===== config.mk =====
export PLATFORM = sky130hd
export DESIGN_NAME = fifo_mc
export DESIGN_NICKNAME = d
export VERILOG_FILES = /design/src/rtl/fifo_mc_pkg.sv /design/src/rtl/fifo_mc_chan_ctrl.sv /design/src/rtl/fifo_mc.sv
export SDC_FILE = /design/constraint.sdc
export NUM_CORES = 1
export LEC_CHECK = 0
export CAP_MARGIN = 40
export CORE_UTILIZATION = 35
export DETAILED_ROUTE_END_ITERATION = 10
export PLACE_DENSITY = 0.61
export SETUP_SLACK_MARGIN = 0.4
export SYNTH_ARGS = -nofsm -noshare
export SYNTH_HDL_FRONTEND = slang
export SYNTH_HIERARCHICAL = 1
export SYNTH_SLANG_ARGS = --single-unit
export TNS_END_PERCENT = 1

===== constraint.sdc =====
create_clock -name clock -period 3.8 [get_ports clock]
set_input_delay 0.76 -clock clock [delete_from_list [all_inputs] [get_ports clock]]
set_output_delay 0.76 -clock clock [all_outputs]
set_load 0.01 [all_outputs]

===== src/rtl/fifo_mc_pkg.sv =====
// Shared helpers for the multi-channel FIFO: select width, packed count
// slicing and the almost-full threshold sanity check.
package fifo_mc_pkg;

  function automatic int ch_bits(input int n);
    return $clog2(n);
  endfunction

  function automatic int cnt_lsb(input int c, input int ab);
    return c * (ab + 1);
  endfunction

  function automatic bit af_ok(input int margin, input int ab);
    return (margin >= 0) && (margin < (1 << ab));
  endfunction

endpackage


===== src/rtl/fifo_mc_chan_ctrl.sv =====
// Per-channel queue bookkeeping: pointers, occupancy, status and sticky
// error bits. Storage lives in the top level.
module fifo_mc_chan_ctrl
  import fifo_mc_pkg::*;
#(
  parameter int addr_bits = 3,
  parameter int af_margin = 2
) (
  input  logic                 clock,
  input  logic                 reset,
  input  logic                 wr_hit,
  input  logic                 rd_hit,
  input  logic                 flush,
  input  logic                 wr_err,
  input  logic                 rd_err,
  input  logic                 err_clear,
  output logic [addr_bits-1:0] rptr,
  output logic [addr_bits-1:0] wptr,
  output logic [addr_bits:0]   count,
  output logic                 empty,
  output logic                 full,
  output logic                 almost_full,
  output logic                 overflow,
  output logic                 underflow
);

  localparam int CW = addr_bits + 1;
  localparam logic [CW-1:0] DEPTH  = CW'(1 << addr_bits);
  localparam logic [CW-1:0] AF_LVL = CW'((1 << addr_bits) - af_margin);

  always_ff @(posedge clock or posedge reset) begin
    if (reset) begin
      rptr  <= '0;
      wptr  <= '0;
      count <= '0;
    end else if (flush) begin
      // Dropping the contents is just catching the read pointer up.
      count <= '0;
      rptr  <= wptr;
    end else begin
      if (wr_hit) wptr <= wptr + 1'b1;
      if (rd_hit) rptr <= rptr + 1'b1;
      count <= count + CW'(wr_hit) - CW'(rd_hit);
    end
  end

  always_ff @(posedge clock or posedge reset) begin
    if (reset) begin
      overflow  <= 1'b0;
      underflow <= 1'b0;
    end else if (err_clear) begin
      overflow  <= 1'b0;
      underflow <= 1'b0;
    end else begin
      if (wr_err) overflow  <= 1'b1;
      if (rd_err) underflow <= 1'b1;
    end
  end

  assign empty       = (count == '0);
  assign full        = (count == DEPTH);
  assign almost_full = (count >= AF_LVL);

endmodule


===== src/rtl/fifo_mc.sv =====
// Multi-channel FIFO: shared storage, one write and one read port steered by
// channel selects, with fall-through on empty and read+write on full.
module fifo_mc
  import fifo_mc_pkg::*;
#(
  parameter int width     = 40,
  parameter int addr_bits = 3,
  parameter int channels  = 4,
  parameter int af_margin = 2
) (
  input  logic                                clock,
  input  logic                                reset,
  input  logic                                wen,
  input  logic [ch_bits(channels)-1:0]        wch,
  input  logic [width-1:0]                    wdata,
  output logic                                waccept,
  input  logic                                ren,
  input  logic [ch_bits(channels)-1:0]        rch,
  output logic [width-1:0]                    rdata,
  output logic                                raccept,
  input  logic [channels-1:0]                 flush,
  input  logic                                err_clear,
  output logic [channels-1:0]                 empty,
  output logic [channels-1:0]                 full,
  output logic [channels-1:0]                 almost_full,
  output logic [channels*(addr_bits+1)-1:0]   count,
  output logic [channels-1:0]                 overflow,
  output logic [channels-1:0]                 underflow
);

  localparam int CHB   = ch_bits(channels);
  localparam int DEPTH = 1 << addr_bits;

  if (!af_ok(af_margin, addr_bits)) begin : g_bad_af
    $error("fifo_mc: af_margin must be below the channel depth");
  end

  logic [width-1:0]     mem [channels][DEPTH];
  logic [addr_bits-1:0] rptr [channels];
  logic [addr_bits-1:0] wptr [channels];
  logic [channels-1:0]  wr_hit, rd_hit, wr_err, rd_err;
  logic                 same;

  assign same    = wen && ren && (wch == rch);
  assign waccept = wen && !flush[wch] && (!full[wch] || same);
  assign raccept = ren && !flush[rch] && (!empty[rch] || same);

  // An empty channel forwards the incoming word straight to the reader.
  assign rdata = empty[rch] ? wdata : mem[rch][rptr[rch]];

  always_ff @(posedge clock) begin
    if (waccept) mem[wch][wptr[wch]] <= wdata;
  end

  for (genvar c = 0; c < channels; c++) begin : g_ch
    assign wr_hit[c] = waccept && (wch == CHB'(c));
    assign rd_hit[c] = raccept && (rch == CHB'(c));
    assign wr_err[c] = wen && (wch == CHB'(c)) && !waccept && !flush[c];
    assign rd_err[c] = ren && (rch == CHB'(c)) && !raccept && !flush[c];

    fifo_mc_chan_ctrl #(
      .addr_bits (addr_bits),
      .af_margin (af_margin)
    ) u_ctrl (
      .clock       (clock),
      .reset       (reset),
      .wr_hit      (wr_hit[c]),
      .rd_hit      (rd_hit[c]),
      .flush       (flush[c]),
      .wr_err      (wr_err[c]),
      .rd_err      (rd_err[c]),
      .err_clear   (err_clear),
      .rptr        (rptr[c]),
      .wptr        (wptr[c]),
      .count       (count[cnt_lsb(c, addr_bits) +: addr_bits+1]),
      .empty       (empty[c]),
      .full        (full[c]),
      .almost_full (almost_full[c]),
      .overflow    (overflow[c]),
      .underflow   (underflow[c])
    );
  end

endmodule


# Word level (Yosys, flattened, before mapping)
# Memories as Yosys holds them, arrays and structs flattened.
# Index checks and enable logic that the tools add are counted.
totals:
  register_bits: 48
  latchBits: 0
  ram_bits: 1280
  romBits: 0
  in_bits: 53
  memories: 1
classes:
  addsub: 16
  multipliers: 0
  n_div: 0
  n_lt_le_gt_ge: 11
  n_eq_ne: 11
  shifts: 0
  mux: 50
  bitwise: 8
  reduce_logical: 73
mem_list:
  columns: ["name", "words", "width", "rd", "rd_clocked_by_memory_dff", "wr", "line_no", "rtl"]
  rows:
  - ["mem", 4, 320, 1, 0, 1, "fifo_mc.sv:38", "logic [width-1:0] mem [channels][DEPTH];"]
op_table:
  columns: ["operator", "n"]
  rows:
  - ["$mux W320", 1]
  - ["$mux W40", 4]
  - ["$bmux W40 S3", 1]
  - ["$demux W40 S3", 1]
  - ["$logic_and A1 B1 Y1", 39]
  - ["$mux W3", 12]
  - ["$add A3 B1 Y3 const B", 8]
  - ["$reduce_bool A2 Y1", 12]
  - ["$mux W1", 21]
  - ["$add A4 B1 Y4", 4]
  - ["$eq A4 B4 Y1 const B", 4]
  - ["$ge A4 B3 Y1 const B", 4]
  - ["$logic_not A4 Y1", 4]
  - ["$mux W4", 4]
  - ["$sub A4 B1 Y4", 4]
  - ["$bmux W3 S2", 2]
  - ["$logic_not A1 Y1", 10]
  - ["$bmux W1 S2", 4]
  - ["$eq A2 B2 Y1 const B", 4]
  - ["$ge A4 B4 Y1 const B", 2]
  - ["$not A3 Y4", 2]
  - ["$reduce_and A2 Y1", 4]
  - ["$ge A3 B3 Y1 const B", 2]
  - ["$lt A2 B3 Y1 const B", 2]
  - ["7 further kinds", 14]

# Logic depth before layout (Yosys ltp)
# Gate-level depths: netlist of the first run.
depth:
  depth_word: 11
  depth_mapped: 14
  mapped_depth_nobuf: 14

# By module
# Netlist of the first run, hierarchy kept.
by_module_without_submodules:
  columns: ["module", "instances", "cells_per_inst", "area_per_inst_um2", "seq_area_each_um2"]
  rows:
  - ["fifo_mc", 1, 2146, 49744.0, 38436.9]
  - ["fifo_mc_chan_ctrl", 4, 63, 665.6, 300.3]

# Worst setup path before layout of the first run
# Ideal clock, no wire load.
synth_timing:
  path_type: "input to register"
  from: "input port rch[0]"
  to: "memory mem[3][100] (netlist bit), enable pin"
  setup_time_ns: 0.438
  t_arrival_ns: 3.855
  required_time_ns: 3.362
  slack_ns: -0.493
  cell_stages: 7
  path_cell_list: "buf_4 > buf_2 > buf_6 > xor2_1 > o31ai_2 > nand4_1 > nor2_1"
synth_via:
  elab_chain_len: 6
synth_rtl:
  columns: ["element", "line_no", "rtl"]
  rows:
  - ["start, declared", "fifo_mc.sv:18", "input logic [ch_bits(channels)-1:0] rch,"]
  - ["$eq A2 B2 Y1", "fifo_mc.sv:44", "assign same = wen && ren && (wch == rch);"]
  - ["$logic_and A1 B1 Y1", "fifo_mc.sv:44", null]
  - ["$logic_or A1 B1 Y1", "fifo_mc.sv:45", "assign waccept = wen && !flush[wch] && (!full[wch] || same);"]
  - ["$logic_and A1 B1 Y1", "fifo_mc.sv:45", null]
  - ["$mux W1", "fifo_mc.sv:52", "if (waccept) mem[wch][wptr[wch]] <= wdata;"]
  - ["$mux W320 (implied by the code)", "fifo_mc.sv:52", null]
  - ["end, declared", "fifo_mc.sv:38", null]
# No other way between the ends.

# Worst setup path after layout of the first run
layout_timing:
  from: "register g_ch[3].u_ctrl.count[2]"
  to: "output port rdata[7]"
layout_via:
  elab_chain_len: 4
layout_rtl:
  columns: ["element", "line_no", "rtl"]
  rows:
  - ["start, declared", "fifo_mc_chan_ctrl.sv:19", "output logic [addr_bits:0] count,"]
  - ["start signal, assigned", "fifo_mc_chan_ctrl.sv:43", "count <= count + CW'(wr_hit) - CW'(rd_hit);"]
  - ["$logic_not A4 Y1", "fifo_mc_chan_ctrl.sv:60", "assign empty = (count == '0);"]
  - ["$bmux W1 S2", "fifo_mc.sv:49", "assign rdata = empty[rch] ? wdata : mem[rch][rptr[rch]];"]
  - ["$mux W1 (implied by the code)", "fifo_mc.sv:49", null]
  - ["$mux W40", "fifo_mc.sv:49", null]
  - ["end, declared", "fifo_mc.sv:19", "output logic [width-1:0] rdata,"]
# No other way between the ends. The select of a mux whose other input is x is not followed.

==> impl_metrics.py, run 1 <==
metrics = {
    "sta": {
        "worst_pin_slew_ns": 0.554,
        "timing_max_transition_violations_final": 0,
        "fin_hold_ws_ns": 0.464,
        "fmax_ghz": 0.244,
        "min_period_over_period": 1.08,
        "setup_viol": 41,
        "finalWorstSetupSlack_ns": -0.298,
        "fin_crit_ns": 4.10,
        "skew_ns": 0.0248,
        "slew_headroom": 0.631,
        "rsz0062_at_grt": "true",
        "hold_viol": 0,
    },
    "synthesis": {
        "ys_seq_area_frac": 0.756,
        "syn_area_um2": 52400,
        "yosysTopAreaCell": "edfxtp_1",
        "synth_commonest_cells": "1280 x edfxtp_1, 328 x mux4_2, 84 x mux2i_1, 75 x nand2_1, 68 x nor2_1",
        "synth_seq_cells": 1328,
        "synth.most_common_cell": "edfxtp_1",
        "synth-edff-count": 1280,
        "synth_top_area_frac": 0.733,
        "ys.flop_type": "edfxtp_1",
        "ys_types": 42,
        "yosys_warnings": 6,
        "synthArstFlopShare": 0.0361,
        "yosys-top-cells-area": "edfxtp_1 73%, mux4_2 14%, dfrtp_1 2.3%",
        "syn_nets": 2491,
        "syn_avg_cell_area_um2": 21.9,
        "netlist_instances": 2398,
    },
    "clock_network": {
        "clockBufferDepth": 3,
        "htreeDepth": 4,
        "root_buffer": "clkbuf_16",
        "cts_sinks": 1328,
        "numCtsBuffers": 133,
        "cts_tree": "yes",
        "insertion_delay_ns": 0.76,
        "clk_pin_slew_ns": 0.06,
    },
    "drt": {
        "wirelength_um": 136000,
        "firstDrtPassIters": 5,
        "viasPerCell": 5.36,
        "drt-initial-drc-count": 2699,
        "num_vias": 26000,
        "post_drt_wl_per_cell_um": 28.1,
        "drc": 0,
        "drtAntennaViolNets": 0,
    },
    "die": {
        "io_pins": 131,
        "coreArea_um2": 148000,
        "start_util": 0.354,
        "num_rows": 141,
        "die-area_um2": 151000,
        "die_x_um": 389,
        "die_y_um": 389,
    },
    "power_and_ir_drop": {
        "netSwitchingPower_mw": 10.4,
        "seq_power_share": 0.441,
        "power_mw": 37.9,
        "clkPwrFrac": 0.333,
        "swShare": 0.274,
        "p_per_area_nw_per_um2": 592,
        "cellLeakagePower_nw": 20.7,
        "power_frac_comb": 0.225,
        "p_int_mw": 27.5,
        "vdd_drop_max_uv": 479,
    },
    "global_routing": {
        "overflow": 0,
        "antenna_found_initial": 6,
        "grt_max_degree": 46,
        "grt.total_usage": 0.181,
        "grt_first_pass_wirelength_um": 196000,
        "grt_pass1_vias": 27500,
    },
    "worst_hold_path": {
        "hp-class": "in -> async",
    },
    "status": {
        "violations": "setup timing",
        "status": "complete, but fails checks",
    },
    "placed_design": {
        "pre_cts_slack_ns": -0.719,
        "gp_congestion": 0.796,
        "port_buffers": 130,
        "dp_hpwl_um": 78600,
    },
    "worst_setup_path": {
        "r2r_cells": 16,
        "crit_type": "reg -> out",
        "start_kind": "flop",
        "endpoint_kind": "output pin",
        "cp_data_required_time_ns": 3.04,
        "crit_fanout": 13,
        "rrSetupSlack_ns": 0.20,
        "r2r_end": "g_ch[1].u_ctrl/count[1]",
        "reg2reg_from": "g_ch[3].u_ctrl/count[2]",
        "crit_arrival_ns": 3.34,
    },
    "finish": {
        "nets": 2904,
        "area.growth.synth_to_final_pct": 22.1,
        "drive_gt1_frac": 0.365,
    },
    "job": {
        "maxCapViolations": 0,
    },
}
==> power groups by stage <==
stage	registers [mW]	clock network (mW)	logic (mW)
2_1_floorplan	17.0	0	3.43
3_3_place_gp	17.0	0	7.03
3_5_place_dp	17.0	0	7.12
4_1_cts	16.7	12.9	8.34
5_1_grt	16.8	13.4	8.93
6_report	16.7	12.6	8.54
==> critical path, cell delays in order, from the launching register on <==
cell	delay (ns)
dfrtp_1	0.36
inv_2	0.05
ha_1	0.18
nor3b_2	0.16
buf_4	0.14
mux4_4	0.61
buf_12	0.19
buf_16	0.19
buf_4	0.17
o31ai_4	0.24
buf_4	0.16
buf_4	0.11
==> state kept, by name (all words and copies together) (netlist names) <==
name	flops
mem	1280
g_ch.u_ctrl/count	16
g_ch.u_ctrl/rptr	12
g_ch.u_ctrl/wptr	12
g_ch.u_ctrl/overflow	4
g_ch.u_ctrl/underflow	4
==> through the flow <==
step	cell area (um^2)	cells	setup TNS, ns	util
global route	64000	4848	-10.0	0.432
detailed placement	58800	4581	-15.09	0.397
global placement	58800	4581	-14.35	0.397
CTS	63700	4837	-10.04	0.430
finish	64000	4848	-6.74	0.432
floorplan	52700	2398	0	-
==> how the worst max path moves through the flow <==
stage                                        from          end  slack (ns)
after floorplan                            wch[1]  mem[0][100]        0.23
after global placement                     rch[0]    rdata[29]       -0.68
after detailed placement                   rch[0]    rdata[29]       -0.72
after CTS                 g_ch[3].u_ctrl/count[2]    rdata[29]       -0.42
after global routing      g_ch[3].u_ctrl/count[2]     rdata[3]       -0.39
final                     g_ch[3].u_ctrl/count[2]     rdata[7]       -0.30
==> routing by layer <==
metal  routed length, um  vias to the layer above  part of all wire  global-route usage
met1               54200                    14000              0.40               0.231
met2               70300                      965              0.52               0.316
met3                8480                      195             0.062              0.0299
met5                  30                        -           0.00022                   0
li1                    -                    10900                 -                   -
met4                3290                        6             0.024              0.0540
==> logic make-up (layout without fill, tap and decap cells) <==
group / after synthesis / in the layout / synth area share
multiplexers: 497 / 497 / 0.177
AO/OA/AOI/OAI: 150 / 150 / 0.0211
adder cells (fa/ha/maj): 40 / 40 / 0.0101
AND/OR/NAND/NOR: 203 / 203 / 0.0177
other: 0 / 1 / 0
flip-flops: 1328 / 1328 / 0.756
XOR/XNOR: 22 / 22 / 0.00368
buffers and inverters: 158 / 677 / 0.0140
==> cells in the final DEF, fill, tap and decap left out, types with 39 or more instances in the layout <==
cell type,n
mux2_2,60
mux4_2,326
clkdlybuf4s50_1,86
a22o_1,39
buf_4,178
buf_12,87
dfrtp_1,48
clkbuf_16,137
mux2i_1,82
edfxtp_1,1280
nand2_1,55
==> timing repair <==
action | CTS | global route
endpoints found under the hold margin | 0 | 0
buffers inserted | 9 | 10
endpoints found under the setup margin | 55 | 58
cloned | 6 | 0
hold buffers | 0 | 0
gates resized for setup | 258 | 62
pin swaps | 31 | 24
==> cell type report <==
class | instances | area, um^2
fillers | 12400 | 84200
flip-flops and latches | 1328 | 39600
multi-input cells | 912 | 13100
repair buffers | 403 | 4540
clock buffers | 160 | 3520
well taps | 1930 | 2410
clock inverters | 81 | 662
inverters | 33 | 124
diodes | 1 | 2.50
No activity file was read; power rests on OpenSTA's default activity.
==> inputs of run 2 (changes only) <==
Settings changed: TNS_END_PERCENT 1 to 5.
==> run 2 against run 1 <==
- the run still ends with setup timing left
- via count is 1.1% higher
- fmax is 0.70% lower
- highest routed layer unchanged
- wire length is 2.8% higher
- largest cell class unchanged
- utilization is 0.67 points higher
- largest power group unchanged
==> impl_metrics.py, run 2 (synthesis results as in run 1) <==
metrics = {
    "status": {
        "status": "complete, but fails checks",
        "violations": "setup timing",
    },
    "drt": {
        "drtAntennaViolNets": 0,
        "firstDrtPassIters": 5,
        "viasPerCell": 5.39,
        "num_vias": 26300,
        "drc": 0,
        "post_drt_wl_per_cell_um": 28.7,
        "drt-initial-drc-count": 2456,
        "wirelength_um": 140000,
    },
    "global_routing": {
        "grt_first_pass_wirelength_um": 199000,
        "overflow": 0,
        "grt_max_degree": 46,
        "antenna_found_initial": 4,
        "grt_pass1_vias": 27900,
        "grt.total_usage": 0.185,
    },
    "finish": {
        "nets": 2932,
        "final_cell_mix": "1280 x edfxtp_1, 326 x mux4_2, 166 x buf_4, 142 x clkbuf_16, 94 x buf_12",
        "final_util": 0.439,
        "area.growth.synth_to_final_pct": 24.0,
        "final_common_cell": "edfxtp_1",
        "stdcell_count": 4877,
        "drive_gt1_frac": 0.375,
        "largest_reg_flops": 1280,
    },
    "worst_setup_path": {
        "critical_path_buf_inv_count": 6,
        "endpoint_kind": "output pin",
        "slowest_stage": "mux4_4",
        "critPathTopFamily": "buffers and inverters",
        "crit_arrival_ns": 3.37,
        "crit_type": "reg -> out",
        "crit_fanout": 5,
        "start_kind": "flop",
        "path_cells": "mux4_4, buf_16, buf_12, buf_16, buf_12, mux2i_1, a22o_1, o31ai_4, buf_4, buf_6",
        "cp_data_required_time_ns": 3.04,
        "slowest_delay_ns": 0.64,
    },
    "clock_network": {
        "insertion_delay_ns": 0.77,
        "root_buffer": "clkbuf_16",
        "cts_tree": "yes",
        "cts_sinks": 1328,
        "ctsHoldBuffers": 0,
        "clk_pin_slew_ns": 0.06,
        "htreeDepth": 4,
        "clockBufferDepth": 3,
        "numCtsBuffers": 137,
    },
    "die": {
        "io_pins": 131,
        "num_rows": 141,
        "start_util": 0.354,
        "die_y_um": 389,
        "coreArea_um2": 148000,
        "die-area_um2": 151000,
        "die_x_um": 389,
    },
    "power_and_ir_drop": {
        "vdd_drop_max_uv": 431,
        "p_int_mw": 28.5,
        "power_frac_comb": 0.248,
        "cellLeakagePower_nw": 21.1,
        "seq_power_share": 0.425,
        "swShare": 0.276,
        "power_mw": 39.4,
        "clkPwrFrac": 0.327,
        "netSwitchingPower_mw": 10.9,
        "p_per_area_nw_per_um2": 606,
    },
    "sta": {
        "fin_hold_ws_ns": 0.437,
        "min_period_over_period": 1.09,
        "skew_ns": 0.0329,
        "fmax_ghz": 0.242,
        "worst_pin_slew_ns": 0.828,
        "rsz0062_at_grt": "true",
        "hold_viol": 0,
        "setup_viol": 44,
        "fin_crit_ns": 4.13,
        "slew_headroom": 0.446,
        "finalWorstSetupSlack_ns": -0.327,
        "timing_max_transition_violations_final": 0,
    },
    "job": {
        "maxCapViolations": 0,
    },
    "worst_hold_path": {
        "hp-class": "in -> async",
    },
    "placed_design": {
        "dp.cells": 4577,
        "port_buffers": 130,
        "dp_hpwl_um": 78300,
        "gp_congestion": 0.781,
    },
}
==> run 2: changes by cell type in the layout (fill, tap and decap cells not counted), sizes merged <==
cell and delta:
clkinvlp -5, buf +24, diode +1, bufinv -2, bufbuf +1, clkbuf +15, inv -4, clkdlybuf4s15 -1
==> run 2: power groups by stage <==
stage	Combinational [mW]	Sequential (mW)	Clock, mW
6_report	9.76	16.7	12.9
5_1_grt	10.2	16.7	13.6
4_1_cts	9.60	16.7	13.1
3_5_place_dp	7.25	17.0	0
3_3_place_gp	7.17	17.0	0
2_1_floorplan	3.43	17.0	0
==> run 2: layout make-up <==
class                      count  area (um^2)
antenna                        2         5.00
sequential                  1328        39600
fill                       12400        83200
clock inverter                70          593
timing repair buffer         427         5270
clock buffer                 175         3700
inverter                      33          124
multi-input combinational    912        13300
tap                         1930         2410
==> run 2: worst paths after layout <==
check	startpoint	endpoint	slack, ns	cells after the start
max in group asynchronous	reset	g_ch[3].u_ctrl/rptr[2]	2.93	2
worst min register to register	g_ch[2].u_ctrl/wptr[2]	g_ch[2].u_ctrl/wptr[2]	0.50	1
worst min-delay path	reset	g_ch[1].u_ctrl/overflow	0.44	2
min in group clock	g_ch[2].u_ctrl/wptr[2]	g_ch[2].u_ctrl/wptr[2]	0.50	1
worst max register to register	g_ch[3].u_ctrl/count[3]	g_ch[2].u_ctrl/count[1]	-0.06	18
worst max-delay path	g_ch[0].u_ctrl/rptr[1]	rdata[13]	-0.33	10
==> run 2: per-layer routing <==
metal  track usage  share of wire
met5             0       0.000064
met4        0.0611          0.027
met2         0.324           0.52
met3        0.0312          0.056
met1         0.234           0.40
==> run 2: what timing repair did <==
item | 4_1_cts | 5_1_grt
setup endpoints to repair | 57 | 59
endpoints found under the hold margin | 0 | 0
gates cloned | 19 | 0
setup buffers | 27 | 7
pin swaps | 55 | 24
gates resized for setup | 371 | 48
==> run 2: through the flow <==
step	instance area, um^2	worst slack, ns	TNS (ns)
global route	65000	-0.410	-14.00
floorplan	52700	0.229	0
CTS	64700	-0.390	-12.41
finish	65000	-0.327	-9.83
global placement	58800	-0.735	-13.73
detailed placement	58800	-0.718	-13.87
==> inputs of run 3 (changes only) <==
Settings changed: CAP_MARGIN 40 to 20, CTS_BUF_LIST set to sky130_fd_sc_hd__clkbuf_2.
==> run 3 against run 2 <==
- utilization fell by 1.1 points
- critical path type unchanged
- sequential cell count stayed put
- register-to-register slack improved by 0.17 ns
- the flow still finishes with violations (setup timing)
- count of clock-buffer cells in the layout grew 298
- highest routed layer unchanged
- wire length fell by 0.19%
- hold slack got worse by 0.18 ns
- die area did not move
- final area shrank 2.4%
- cell count grew 7.4%
- clock skew is 0.14 ns higher
- via count increased by 4.4%
==> impl_metrics.py, run 3 (synthesis results as in run 1) <==
metrics = {
    "global_routing": {
        "grt_first_pass_wirelength_um": 202000,
        "grt.total_usage": 0.186,
        "grt_pass1_vias": 29800,
        "overflow": 0,
        "antenna_found_initial": 6,
        "grt_max_degree": 46,
    },
    "die": {
        "start_util": 0.354,
        "num_rows": 141,
        "coreArea_um2": 148000,
        "die_y_um": 389,
        "die_x_um": 389,
        "io_pins": 131,
        "die-area_um2": 151000,
    },
    "clock_network": {
        "clockBufferDepth": 4,
        "root_buffer": "clkbuf_2",
        "numCtsBuffers": 340,
        "cts_tree": "yes",
        "htreeDepth": 5,
        "insertion_delay_ns": 1.66,
        "clk_pin_slew_ns": 0.11,
        "cts_sinks": 1328,
    },
    "sta": {
        "min_period_over_period": 1.31,
        "hold_viol": 0,
        "slew_headroom": 0.251,
        "worst_pin_slew_ns": 1.12,
        "rsz0062_at_grt": "true",
        "finalWorstSetupSlack_ns": -1.18,
        "skew_ns": 0.175,
        "timing_max_transition_violations_final": 0,
        "fin_crit_ns": 4.98,
        "setup_viol": 42,
        "fmax_ghz": 0.201,
    },
    "drt": {
        "firstDrtPassIters": 5,
        "post_drt_wl_per_cell_um": 26.7,
        "wirelength_um": 140000,
        "num_vias": 27500,
        "viasPerCell": 5.24,
        "drc": 0,
        "drt-initial-drc-count": 2476,
        "drtAntennaViolNets": 0,
    },
    "finish": {
        "final_common_cell": "edfxtp_1",
        "drive_gt1_frac": 0.424,
        "fin_area_um2": 63400,
        "regArea_um2": 39600,
        "fillers": 12800,
        "final_util": 0.428,
        "nets": 3170,
        "final_cell_mix": "1280 x edfxtp_1, 473 x clkbuf_2, 326 x mux4_2, 173 x buf_4, 95 x buf_12",
        "area.growth.synth_to_final_pct": 21.0,
        "largest_reg_flops": 1280,
        "multi_input_area_um2": 13100,
    },
    "worst_setup_path": {
        "crit_top_cell": "buf_16",
        "start_kind": "flop",
        "endpoint_kind": "output pin",
        "slowest_delay_ns": 0.65,
        "cp_data_required_time_ns": 3.04,
        "crit_arrival_ns": 4.22,
        "crit_type": "reg -> out",
        "slowest_stage": "mux4_4",
        "path_cells": "mux4_4, buf_16, buf_16, buf_12, buf_16, mux2_4, o22ai_2, o31ai_2, buf_4, buf_6",
        "crit_fanout": 6,
    },
    "worst_hold_path": {
        "hp-class": "in -> reg",
    },
    "status": {
        "violations": "setup timing",
        "status": "complete, but fails checks",
    },
    "power_and_ir_drop": {
        "cellLeakagePower_nw": 21.3,
        "vdd_drop_max_uv": 338,
        "p_per_area_nw_per_um2": 543,
    },
    "placed_design": {
        "port_buffers": 130,
        "dp_hpwl_um": 78300,
        "gp_congestion": 0.781,
        "dpl_cell_area_um2": 58800,
    },
    "job": {
        "maxCapViolations": 0,
    },
}
[run 3: changes by cell type in the layout (fill, tap and decap cells not counted), moves of 11 or more]
cell,previous run,this run
dlygate4sd3_1,0,53
o31ai_4,29,17
clkinv_2,28,11
buf_6,28,14
clkbuf_16,142,2
dlygate4sd2_1,0,22
clkdlybuf4s50_1,86,50
clkinv_1,24,71
clkbuf_2,0,473
clkbuf_1,31,0
buf_16,26,15
nand2_1,58,69
[run 3: critical path: cells and delay by family (launching register included)]
family	cells	cell delay, ns
buffers and inverters	6	1.00
multiplexers	2	0.84
flip-flops	1	0.40
AO/OA/AOI/OAI	2	0.31
[run 3: final cells by class]
type / count / area share
Tap cell: 1930 / 0.0381
Clock buffer: 473 / 0.0373
Multi-Input combinational cell: 912 / 0.206
Timing Repair Buffer: 462 / 0.0844
Antenna cell: 11 / 0.000434
Clock inverter: 88 / 0.00667
Inverter: 33 / 0.00195
Sequential cell: 1328 / 0.625
[run 3: routing by layer]
layer / global-route usage / wire length [um] / share of wire / vias up
met5: 0 / 22 / 0.00016 / -
met4: 0.0666 / 3380 / 0.024 / 4
met3: 0.0398 / 8400 / 0.060 / 207
met2: 0.324 / 72600 / 0.52 / 980
met1: 0.228 / 55300 / 0.40 / 14700
li1: - / - / - / 11600
[run 3: per-stage QoR]
stage | power [mW] | instances | hold WS [ns] | setup slack (ns) | setup TNS, ns
2_1_floorplan | 20.4 | 2398 | 0.461 | 0.229 | 0
3_3_place_gp | 24.2 | 4577 | 0.483 | -0.735 | -13.73
3_5_place_dp | 24.3 | 4577 | 0.492 | -0.718 | -13.87
4_1_cts | 34.6 | 5221 | 0.0235 | -1.46 | -56.34
5_1_grt | 36.0 | 5237 | 0.00239 | -1.48 | -58.20
6_report | 34.4 | 5237 | 0.254 | -1.18 | -45.02
[run 3: final timing paths]
kind	start	cells after the start	slack [ns]	to
setup / recovery	g_ch[0].u_ctrl/rptr[1]	10	-1.18	rdata[37]
max in group asynchronous	reset	4	2.60	g_ch[3].u_ctrl/count[0]
min in group asynchronous	reset	4	0.65	g_ch[0].u_ctrl/count[2]
hold reg to reg	g_ch[1].u_ctrl/wptr[2]	2	0.48	g_ch[1].u_ctrl/rptr[2]
hold / removal	wdata[1]	2	0.25	mem[2][81]
setup reg to reg	g_ch[3].u_ctrl/count[2]	18	0.11	g_ch[3].u_ctrl/count[2]
[run 3: timing repair]
action	CTS	global route
endpoints found under the setup margin	91	71
gates resized for setup	400	38
gates cloned	8	2
buffers inserted	22	3
pin swaps	44	29
endpoints found under the hold margin	1233	0
hold buffers	53	0
[run 3: report_power, final]
group          internal (mW)  switching [mW]
logic                   4.08            4.55
clock network           3.52            5.60
registers               16.5           0.228
total                   24.1            10.4
